[src/rtl/cpu_pkg.sv]
// Shared CPU definitions used by the fetch stage: FSM states and PC sizing.
package cpu_pkg;

    localparam int unsigned DEFAULT_WIDTH = 16;
    // Instruction memory is word-addressed, so sequential fetch steps by one.
    localparam int unsigned PC_INCR       = 1;

    typedef enum logic [1:0] {
        FETCH = 2'd0,
        WAIT  = 2'd1,
        HOLD  = 2'd2
    } fetch_state_t;

endpackage

[src/rtl/instruction_fetch_unit_if.sv]
// Instruction-memory read port: one request in flight, response returned on rvalid.
interface instruction_fetch_unit_if #(
    parameter int unsigned WIDTH = cpu_pkg::DEFAULT_WIDTH
) ();

    logic             req;
    logic [WIDTH-1:0] addr;
    logic             ready;
    logic             rvalid;
    logic [WIDTH-1:0] rdata;

    modport master (
        output req,
        output addr,
        input  ready,
        input  rvalid,
        input  rdata
    );

    modport slave (
        input  req,
        input  addr,
        output ready,
        output rvalid,
        output rdata
    );

endinterface

[src/rtl/fetch_skid_buffer.sv]
// Single-entry {instruction, PC} holding register used while the output slot is stalled.
module fetch_skid_buffer
    import cpu_pkg::*;
#(
    parameter int unsigned WIDTH = DEFAULT_WIDTH
) (
    input  logic             clk,
    input  logic             reset,
    input  logic             load,
    input  logic             unload,
    input  logic             flush,
    input  logic [WIDTH-1:0] load_instruction,
    input  logic [WIDTH-1:0] load_pc,
    output logic             full,
    output logic [WIDTH-1:0] instruction,
    output logic [WIDTH-1:0] pc
);

    // Flush wins over load so a redirect can never leave a stale entry behind.
    always_ff @(posedge clk or negedge reset) begin
        if (!reset) begin
            full        <= 1'b0;
            instruction <= '0;
            pc          <= '0;
        end else if (flush) begin
            full <= 1'b0;
        end else if (load) begin
            full        <= 1'b1;
            instruction <= load_instruction;
            pc          <= load_pc;
        end else if (unload) begin
            full <= 1'b0;
        end
    end

endmodule

[src/rtl/instruction_fetch_unit.sv]
// Fetch stage: owns the PC, issues one-at-a-time imem reads and feeds the IF/ID slot,
// absorbing stalls with a skid buffer and discarding wrong-path responses after redirects.
module instruction_fetch_unit
    import cpu_pkg::*;
#(
    parameter int unsigned      WIDTH    = DEFAULT_WIDTH,
    parameter logic [WIDTH-1:0] RESET_PC = '0
) (
    input  logic                     clk,
    input  logic                     reset,
    input  logic                     stall,
    input  logic                     redirect,
    input  logic [WIDTH-1:0]         redirect_pc,
    instruction_fetch_unit_if.master imem,
    output logic [WIDTH-1:0]         out_instruction,
    output logic [WIDTH-1:0]         out_PC,
    output logic                     out_valid
);

    fetch_state_t     state, state_d;
    logic [WIDTH-1:0] pc, pc_d, pc_next;
    logic             drop, drop_d;
    logic             slot_valid_d;
    logic [WIDTH-1:0] slot_instruction_d, slot_pc_d;
    logic             accept, slot_free;
    logic             buf_load, buf_unload, buf_flush, buf_full;
    logic [WIDTH-1:0] buf_instruction, buf_pc;

    assign pc_next   = pc + WIDTH'(PC_INCR);
    assign accept    = (state == FETCH) && imem.ready;
    assign slot_free = !out_valid || !stall;

    // Request is a decode of the state register, gated so nothing is issued during reset.
    assign imem.req  = reset && (state == FETCH);
    assign imem.addr = pc;

    fetch_skid_buffer #(
        .WIDTH (WIDTH)
    ) u_skid (
        .clk              (clk),
        .reset            (reset),
        .load             (buf_load),
        .unload           (buf_unload),
        .flush            (buf_flush),
        .load_instruction (imem.rdata),
        .load_pc          (pc),
        .full             (buf_full),
        .instruction      (buf_instruction),
        .pc               (buf_pc)
    );

    always_ff @(posedge clk or negedge reset) begin
        if (!reset) begin
            state           <= FETCH;
            pc              <= RESET_PC;
            drop            <= 1'b0;
            out_valid       <= 1'b0;
            out_instruction <= '0;
            out_PC          <= '0;
        end else begin
            state           <= state_d;
            pc              <= pc_d;
            drop            <= drop_d;
            out_valid       <= slot_valid_d;
            out_instruction <= slot_instruction_d;
            out_PC          <= slot_pc_d;
        end
    end

    always_comb begin
        state_d            = state;
        pc_d               = pc;
        drop_d             = drop;
        slot_valid_d       = out_valid;
        slot_instruction_d = out_instruction;
        slot_pc_d          = out_PC;
        buf_load           = 1'b0;
        buf_unload         = 1'b0;
        buf_flush          = 1'b0;

        // An unstalled slot is consumed by IF/ID; data fields keep their last value.
        if (!stall) begin
            slot_valid_d = 1'b0;
        end

        if (redirect) begin
            pc_d         = redirect_pc;
            slot_valid_d = 1'b0;
            buf_flush    = 1'b1;
            drop_d       = 1'b0;
            state_d      = FETCH;
            // A response still owed by memory belongs to the old path and must be eaten.
            if (accept || ((state == WAIT) && !imem.rvalid)) begin
                drop_d  = 1'b1;
                state_d = WAIT;
            end
        end else begin
            case (state)
                FETCH: begin
                    if (accept) begin
                        state_d = WAIT;
                    end
                end
                WAIT: begin
                    if (imem.rvalid) begin
                        state_d = FETCH;
                        if (drop) begin
                            drop_d = 1'b0;
                        end else if (slot_free) begin
                            slot_valid_d       = 1'b1;
                            slot_instruction_d = imem.rdata;
                            slot_pc_d          = pc;
                            pc_d               = pc_next;
                        end else begin
                            buf_load = 1'b1;
                            pc_d     = pc_next;
                            state_d  = HOLD;
                        end
                    end
                end
                HOLD: begin
                    if (!stall) begin
                        buf_unload = 1'b1;
                        state_d    = FETCH;
                        if (buf_full) begin
                            slot_valid_d       = 1'b1;
                            slot_instruction_d = buf_instruction;
                            slot_pc_d          = buf_pc;
                        end
                    end
                end
                default: begin
                    state_d = FETCH;
                end
            endcase
        end
    end

endmodule

[src/flat_wrapper.sv]
// flat-port wrapper written by rule: the top's interface ports become plain ports
module instruction_fetch_unit_flat import cpu_pkg::*;
#(
    parameter int unsigned      WIDTH    = DEFAULT_WIDTH,
    parameter logic [WIDTH-1:0] RESET_PC = '0
)
  (clk, reset, stall, redirect, redirect_pc, out_instruction, out_PC, out_valid, imem_req, imem_addr, imem_ready, imem_rvalid, imem_rdata);
  instruction_fetch_unit_if #(.WIDTH(WIDTH)) imem_i ();
  input  logic clk;
  input  logic reset;
  input  logic stall;
  input  logic redirect;
  input  logic [WIDTH-1:0] redirect_pc;
  output logic [WIDTH-1:0] out_instruction;
  output logic [WIDTH-1:0] out_PC;
  output logic out_valid;
  output wire logic [$bits(imem_i.req)-1:0] imem_req;
  output wire logic [$bits(imem_i.addr)-1:0] imem_addr;
  input wire logic [$bits(imem_i.ready)-1:0] imem_ready;
  input wire logic [$bits(imem_i.rvalid)-1:0] imem_rvalid;
  input wire logic [$bits(imem_i.rdata)-1:0] imem_rdata;
  assign imem_req = imem_i.req;
  assign imem_addr = imem_i.addr;
  assign imem_i.ready = imem_ready;
  assign imem_i.rvalid = imem_rvalid;
  assign imem_i.rdata = imem_rdata;
  instruction_fetch_unit #(.WIDTH(WIDTH), .RESET_PC(RESET_PC)) u_core (.clk(clk), .reset(reset), .stall(stall), .redirect(redirect), .redirect_pc(redirect_pc), .imem(imem_i), .out_instruction(out_instruction), .out_PC(out_PC), .out_valid(out_valid));
endmodule
[config.mk]
export PLATFORM = sky130hd
export DESIGN_NAME = instruction_fetch_unit_flat
export DESIGN_NICKNAME = d
export VERILOG_FILES = /design/src/rtl/cpu_pkg.sv /design/src/rtl/instruction_fetch_unit_if.sv /design/src/rtl/fetch_skid_buffer.sv /design/src/rtl/instruction_fetch_unit.sv /design/src/flat_wrapper.sv
export SDC_FILE = /design/constraint.sdc
export NUM_CORES = 1
export LEC_CHECK = 0
export CAP_MARGIN = 20
export CORE_ASPECT_RATIO = 0.75
export CORE_MARGIN = 3
export CORE_UTILIZATION = 55
export CTS_CLUSTER_SIZE = 10
export DETAILED_ROUTE_END_ITERATION = 16
export GPL_ROUTABILITY_DRIVEN = 0
export PLACE_DENSITY_LB_ADDON = 0.05
export SYNTH_ARGS = -nofsm -noshare
export SYNTH_HDL_FRONTEND = slang
export SYNTH_HIERARCHICAL = 1
export SYNTH_SLANG_ARGS = --single-unit
[constraint.sdc]
create_clock -name clk -period 4.8 [get_ports clk]
set_clock_uncertainty 0.2 [all_clocks]
set_input_delay 0.96 -clock clk [delete_from_list [all_inputs] [get_ports clk]]
set_output_delay 0.96 -clock clk [all_outputs]
set_load 0.03 [all_outputs]
==> results of run 1 <==
==> flip-flops by register name, summed over array words and instances, names as in the netlist <==
signal,cells
u_core/out_PC,16
u_core/imem.addr,16
u_core/u_skid/instruction,16
u_core/u_skid/pc,16
u_core/drop,1
u_core/u_skid/full,1
u_core/out_valid,1
u_core/state,2
u_core/out_instruction,16
==> worst register-to-register path, stage by stage (launching register included) <==
cell and delay [ps]:
dfrtp_1 420, inv_1 110, ha_1 340, nand3b_1 260, nor3_1 330, nor2b_4 660
buf_12 270, mux2_4 320
==> metrics by stage <==
step	instance area (sq um)	cells	hold WS (ps)	power, mW	utilization
6_report	5340	515	308	2.53	0.722
5_1_grt	5340	515	324	2.66	0.722
4_1_cts	5340	515	312	2.56	0.722
3_5_place_dp	5120	500	289	2.00	0.692
3_3_place_gp	5120	500	283	1.98	0.692
2_1_floorplan	4230	325	275	1.58	-
==> metal layers <==
| metal | share of wire | up-vias |
|---|---|---|
| met5 | 0 | - |
| met3 | 0.051 | 7 |
| met4 | 0.0093 | 0 |
| met2 | 0.46 | 73 |
| li1 | - | 1317 |
| met1 | 0.48 | 1355 |
==> path summary, 6_finish.rpt <==
check,from,endpoint,slack (ps)
hold reg to reg,u_core/out_PC[3],u_core/out_PC[3],310
setup / recovery,reset,imem_req,1460
hold / removal,u_core/out_PC[3],u_core/out_PC[3],310
min in group asynchronous,reset,u_core/out_PC[5],330
max in group asynchronous,reset,u_core/out_PC[14],3010
setup reg to reg,u_core/state[1],u_core/u_skid/pc[13],1780
==> where the power goes <==
group          internal (mW)  switching [mW]
clock                  0.296           0.257
sequential             0.884           0.107
combinational          0.466           0.516
total                   1.65           0.881
==> cells by family after synthesis <==
| group | share of synthesized area |
|---|---|
| buffers and inverters | 0.0405 |
| xor gates and xnor gates | 0.0228 |
| and+or+nand+nor | 0.0988 |
| DFF | 0.503 |
| muxes | 0.281 |
| adders and majority gates | 0.0148 |
| AOI/OAI and AO/OA | 0.0393 |
==> placed cells by master, fill, tap and decap left out, types with 7 or more instances in the layout <==
cell	netlist	layout
mux2_4	30	30
inv_1	8	8
o21ai_0	22	22
nand2_1	31	31
clkbuf_8	0	9
clkdlybuf4s50_1	0	86
mux2_2	62	62
xnor2_1	10	10
nor4_1	7	7
dfrtp_1	85	85
nand3_1	7	7
==> layout make-up <==
type	instances	area (sq um)	share of cell area
inverters	8	30.0	0.00562
flip-flops and latches	85	2130	0.398
clock buffers	9	124	0.0232
well taps	101	126	0.0237
repair buffers	90	903	0.169
clock inverters	6	96.3	0.0180
multi-input cells	216	1930	0.362
==> metrics.txt, run 1 <==
sequential area share after synthesis=0.503; Yosys warnings=6; critical path depth=3; worst relative slew slack=0.374; Slew Limit Fails=0; total grt overflow=0; Core ar.=7400 sq um; Worst Path Max Fanout=32; Avg Cell Area, Syn=13.0 sq um; count of final setup violators=0; Reg2Reg Depth=7; clk sinks=85; CTS buffer count=9; DIE WIDTH=107 um; Net count, final=453; critical path's top delay family=buffers and inverters; Cell Chain, Critical Path=buf_4 > and2_1 > clkdlybuf4s50_1; RSZ-0062 raised after global routing=no; fin worst setup slack=roughly 1500 ps; syn_nets=368; TritonCTS clock tree=built; asr flop ratio synth=1.00; Post-synth top flop=dfrtp_1; largest net degree at the start of global routing=56; Lkg Pwr=2.24 nW; layout overhead on the synthesized area=26.3%; Yosys top cell by area=dfrtp_1; WP data required=between 3000 and 4000 ps; antenna violations before repair=0; PwrDens=473 nW/um^2; fillers=531; CTS clk-pin slew, worst paths=around 90 ps; Commonest cells post-synth=dfrtp_1 (85), mux2_2 (62), nand2_1 (31), mux2_4 (30), o21ai_0 (22); Vias/cell=5.34; crit-path max cell delay=660 ps; FF+latch count, synth=85; CP Class=input port to output pin; Cell Area, Synth=roughly 4200 sq um; global route hottest layer=met2; H-Tree Depth=3; first drt pass iteration count=4; Total GRT Usage=0.207; max_cap viols=0; # rows=27; Initial DRC Count=120; Arr. time, crit path=2180 ps; most instantiated library cell after synthesis=dfrtp_1; top area cells in the synthesized netlist=dfrtp_1 (50%), mux2_2 (17%), mux2_4 (11%), nand2_1 (2.8%), o21ai_0 (2.6%); layout cells sized above 1=0.285; Yosys top cell area share=0.503; Fin. Hold Viols=0; Remaining DRCs=0; Initial Utilization=0.572; Die Area=8790 sq um; Post-Synthesis Cells=325; post-synthesis cell type count=40; GR met2 Demand/Resource=0.330; post-cts gate resize count=0; worst skew pair latency=350 ps; Setup WS pre-CTS=1170 ps; Die Ht=82.0 um; GR Util met3=0.0613; CP max stage cell=clkdlybuf4s50_1; remaining antenna violation count after routing=0; vias in the first global route=between 2000 and 3000; hold-critical path depth=1; FMAX=300 MHz; met1 Use GR=0.286; Post-synth EDFFs=0; DP HPWL=5.75 mm; first-pass GRT wire length=between 10 and 15 mm; Hold WC Path Type=flip-flop to flip-flop; total negative slack=0 ps; Setup Buffers After CTS=0; CP startpoint kind=input port; sum of buffers and inverters on the critical path=2; min Tclk post-route=3340 ps; status=completed; port bufs=87; Hold Buf Count CTS=0; I/O pins=88; CTS max path bufs=2; WL final=8.52 mm; Slew @ Worst Pin=939 ps; fin crit share=0.695; CP Capture Type=output pin; Ant. Diodes=0; Avg WL per Cell=around 17 um; Max IR drop VDD=slightly below 0.0003 V; via count=2752; Clk Tree Root Cell=clkbuf_8
No activity file was read; power rests on OpenSTA's default activity.
==> inputs of run 2 (changes only) <==
--- a/config.mk
+++ b/config.mk
@@ -8,7 +8,7 @@
 export CAP_MARGIN = 20
 export CORE_ASPECT_RATIO = 0.75
 export CORE_MARGIN = 3
-export CORE_UTILIZATION = 55
+export CORE_UTILIZATION = 46
 export CTS_CLUSTER_SIZE = 10
 export DETAILED_ROUTE_END_ITERATION = 16
 export GPL_ROUTABILITY_DRIVEN = 0
==> constraint.sdc (replaced) <==
create_clock -name clk -period 2.8 [get_ports clk]
set_clock_uncertainty 0.2 [all_clocks]
set_input_delay 0.56 -clock clk [delete_from_list [all_inputs] [get_ports clk]]
set_output_delay 0.56 -clock clk [all_outputs]
set_load 0.03 [all_outputs]
==> run 2 against run 1 <==
Net effect: die area up 18%; utilization is 8.7 points lower; combinational power rose by 73%; wire length is 5.1% higher; highest routed layer unchanged; via count rose by 1.5%; power rose by 85%.
==> metrics.txt, run 2 (same netlist as run 1, synthesis figures left out) <==
largest net degree at the start of global routing=63 (+13%); CP max stage cell=clkdlybuf4s50_1; CP startpoint kind=flip-flop; I/O pins=88 (unchanged); Vias/cell=5.23 (-2.2%); TritonCTS clock tree=built; worst relative slew slack=0.484 (+0.110); DIE WIDTH=117 um (+8.8%); Die Area=10400 sq um (+18%); Ant. Diodes=0 (unchanged); total negative slack=0 ps (unchanged); # rows=29 (+7.4%); layout overhead on the synthesized area=30.7%; post-cts gate resize count=0 (unchanged); Die Ht=89.1 um (+8.7%); RR Startpoint=u_core/state[1]; first-pass GRT wire length=14.8 mm (+5.6%); first drt pass iteration count=4 (unchanged); Cell Chain, Critical Path=inv_1 > ha_1 > and2_1 > clkdlybuf4s50_1; CTS max path bufs=2 (unchanged); WL final=8.95 mm (+5.1%); Clk Tree Root Cell=clkbuf_16; count of final setup violators=0 (unchanged); RSZ-0062 raised after global routing=no; DP HPWL=6.32 mm (+10%); non-filler instance count after layout=534 (+3.7%); most frequent cells in the layout=clkdlybuf4s50_1 (86), dfrtp_1 (85), mux2_2 (62), nand2_1 (31), mux2_4 (30); Worst Path Max Fanout=3 (-91%); Multi-input gate area=1930 sq um (unchanged); Reg2Reg Depth=7 (unchanged); GR met2 Demand/Resource=0.274 (-0.0560); antenna violations before repair=0 (unchanged); Lkg Pwr=2.34 nW (+4.4%); via count=2792 (+1.5%); met1 Use GR=0.270 (-0.0163); Arr. time, crit path=1840 ps (-340 ps); FMAX=slightly below 400 MHz; CTS buffer count=9 (unchanged); Remaining DRCs=0 (unchanged); Max IR drop VDD=0.000499 V (+70%); PwrDens=844 nW/um^2 (+78%); Util after Layout=0.635 (-0.0872); vias in the first global route=2861 (+2.3%); CTS clk-pin slew, worst paths=60 ps (-30 ps); commonest non-fill, non-tap cell in the layout=clkdlybuf4s50_1; WP data required=2040 ps (-1600 ps); Initial Utilization=0.486 (-0.0860); max_cap viols=0 (unchanged); Setup Buffers After CTS=0 (unchanged); layout cells sized above 1=0.303 (+0.0178); Reg area=2130 sq um (unchanged); global route hottest layer=met2; R2R Path End=u_core/u_skid/instruction[1]; remaining antenna violation count after routing=0 (unchanged); Fin. Hold Viols=0 (unchanged); CP Capture Type=output pin; clk sinks=85 (unchanged); crit-path max cell delay=660 ps (about the same); min Tclk post-route=2600 ps; Initial DRC Count=154 (+28%); H-Tree Depth=3 (unchanged); critical path's top delay family=buffers and inverters; fillers=719 (+35%); fin crit share=0.928; Slew Limit Fails=0 (unchanged); sum of buffers and inverters on the critical path=2 (unchanged); Avg WL per Cell=16.8 um (+1.3%); worst skew pair latency=330 ps (-20 ps); status=completed; Core ar.=8710 sq um (+18%); critical path depth=4 (+1); R2R setup slack=550 ps (-1230 ps); port bufs=87 (unchanged); total grt overflow=0 (unchanged); GR Util met3=0.0555 (-0.00579); Net count, final=464 (+2.4%); Hold WC Path Type=input port to async pin; Total GRT Usage=0.186 (-0.0215); placed cells=518 (+3.6%); Hold Buf Count CTS=0 (unchanged); CP Class=flip-flop to output pin; Slew @ Worst Pin=774 ps (-165 ps)
-- run 2: changes by cell type in the layout (fill, tap and decap cells not counted) --
cell,previous run,this run
inv_8,1,0
clkinv_4,1,0
buf_4,3,14
clkbuf_1,0,1
clkbuf_8,9,0
clkinv_2,0,2
clkbuf_16,0,9
-- run 2: stage by stage --
stage / total power [mW] / instance area [sq um] / setup slack (ps) / hold slack [ps]
after floorplan: 2.70 / 4230 / 572 / 64.4
after global placement: 3.42 / 5210 / 211 / 284
after detailed placement: 3.45 / 5210 / 177 / 289
after CTS: 4.73 / 5530 / 177 / 55.9
after global routing: 4.90 / 5530 / 84.8 / 72.1
final: 4.67 / 5530 / 202 / 47.5
-- run 2: area by class of cell --
cell class,instances,area share
clock buffer,10,0.0414
clock inverter,6,0.0156
inverter,8,0.00543
multi-input combinational,216,0.350
sequential,85,0.385
tap,108,0.0244
timing repair buffer,101,0.178
-- run 2: worst max-delay path by stage --
stage | from | to | slack [ps]
final | u_core/state[0] | imem_req | 200
after global routing | u_core/state[0] | imem_req | 80
after CTS | u_core/state[0] | imem_req | 180
after detailed placement | stall | u_core/u_skid/instruction[0] | 180
after global placement | imem_rvalid | u_core/u_skid/instruction[5] | 210
after floorplan | redirect | u_core/u_skid/instruction[0] | 570
-- run 2: report_power, final --
| part | switching, mW | total (mW) | internal, mW |
|---|---|---|---|
| clock | 0.483 | 1.27 | 0.782 |
| sequential | 0.184 | 1.70 | 1.52 |
| combinational | 0.885 | 1.70 | 0.815 |
-- run 2: metal layers --
metal,vias up,part of all wire
li1,1341,-
met1,1378,0.50
met2,63,0.44
met3,10,0.053
met4,0,0.012
met5,-,0
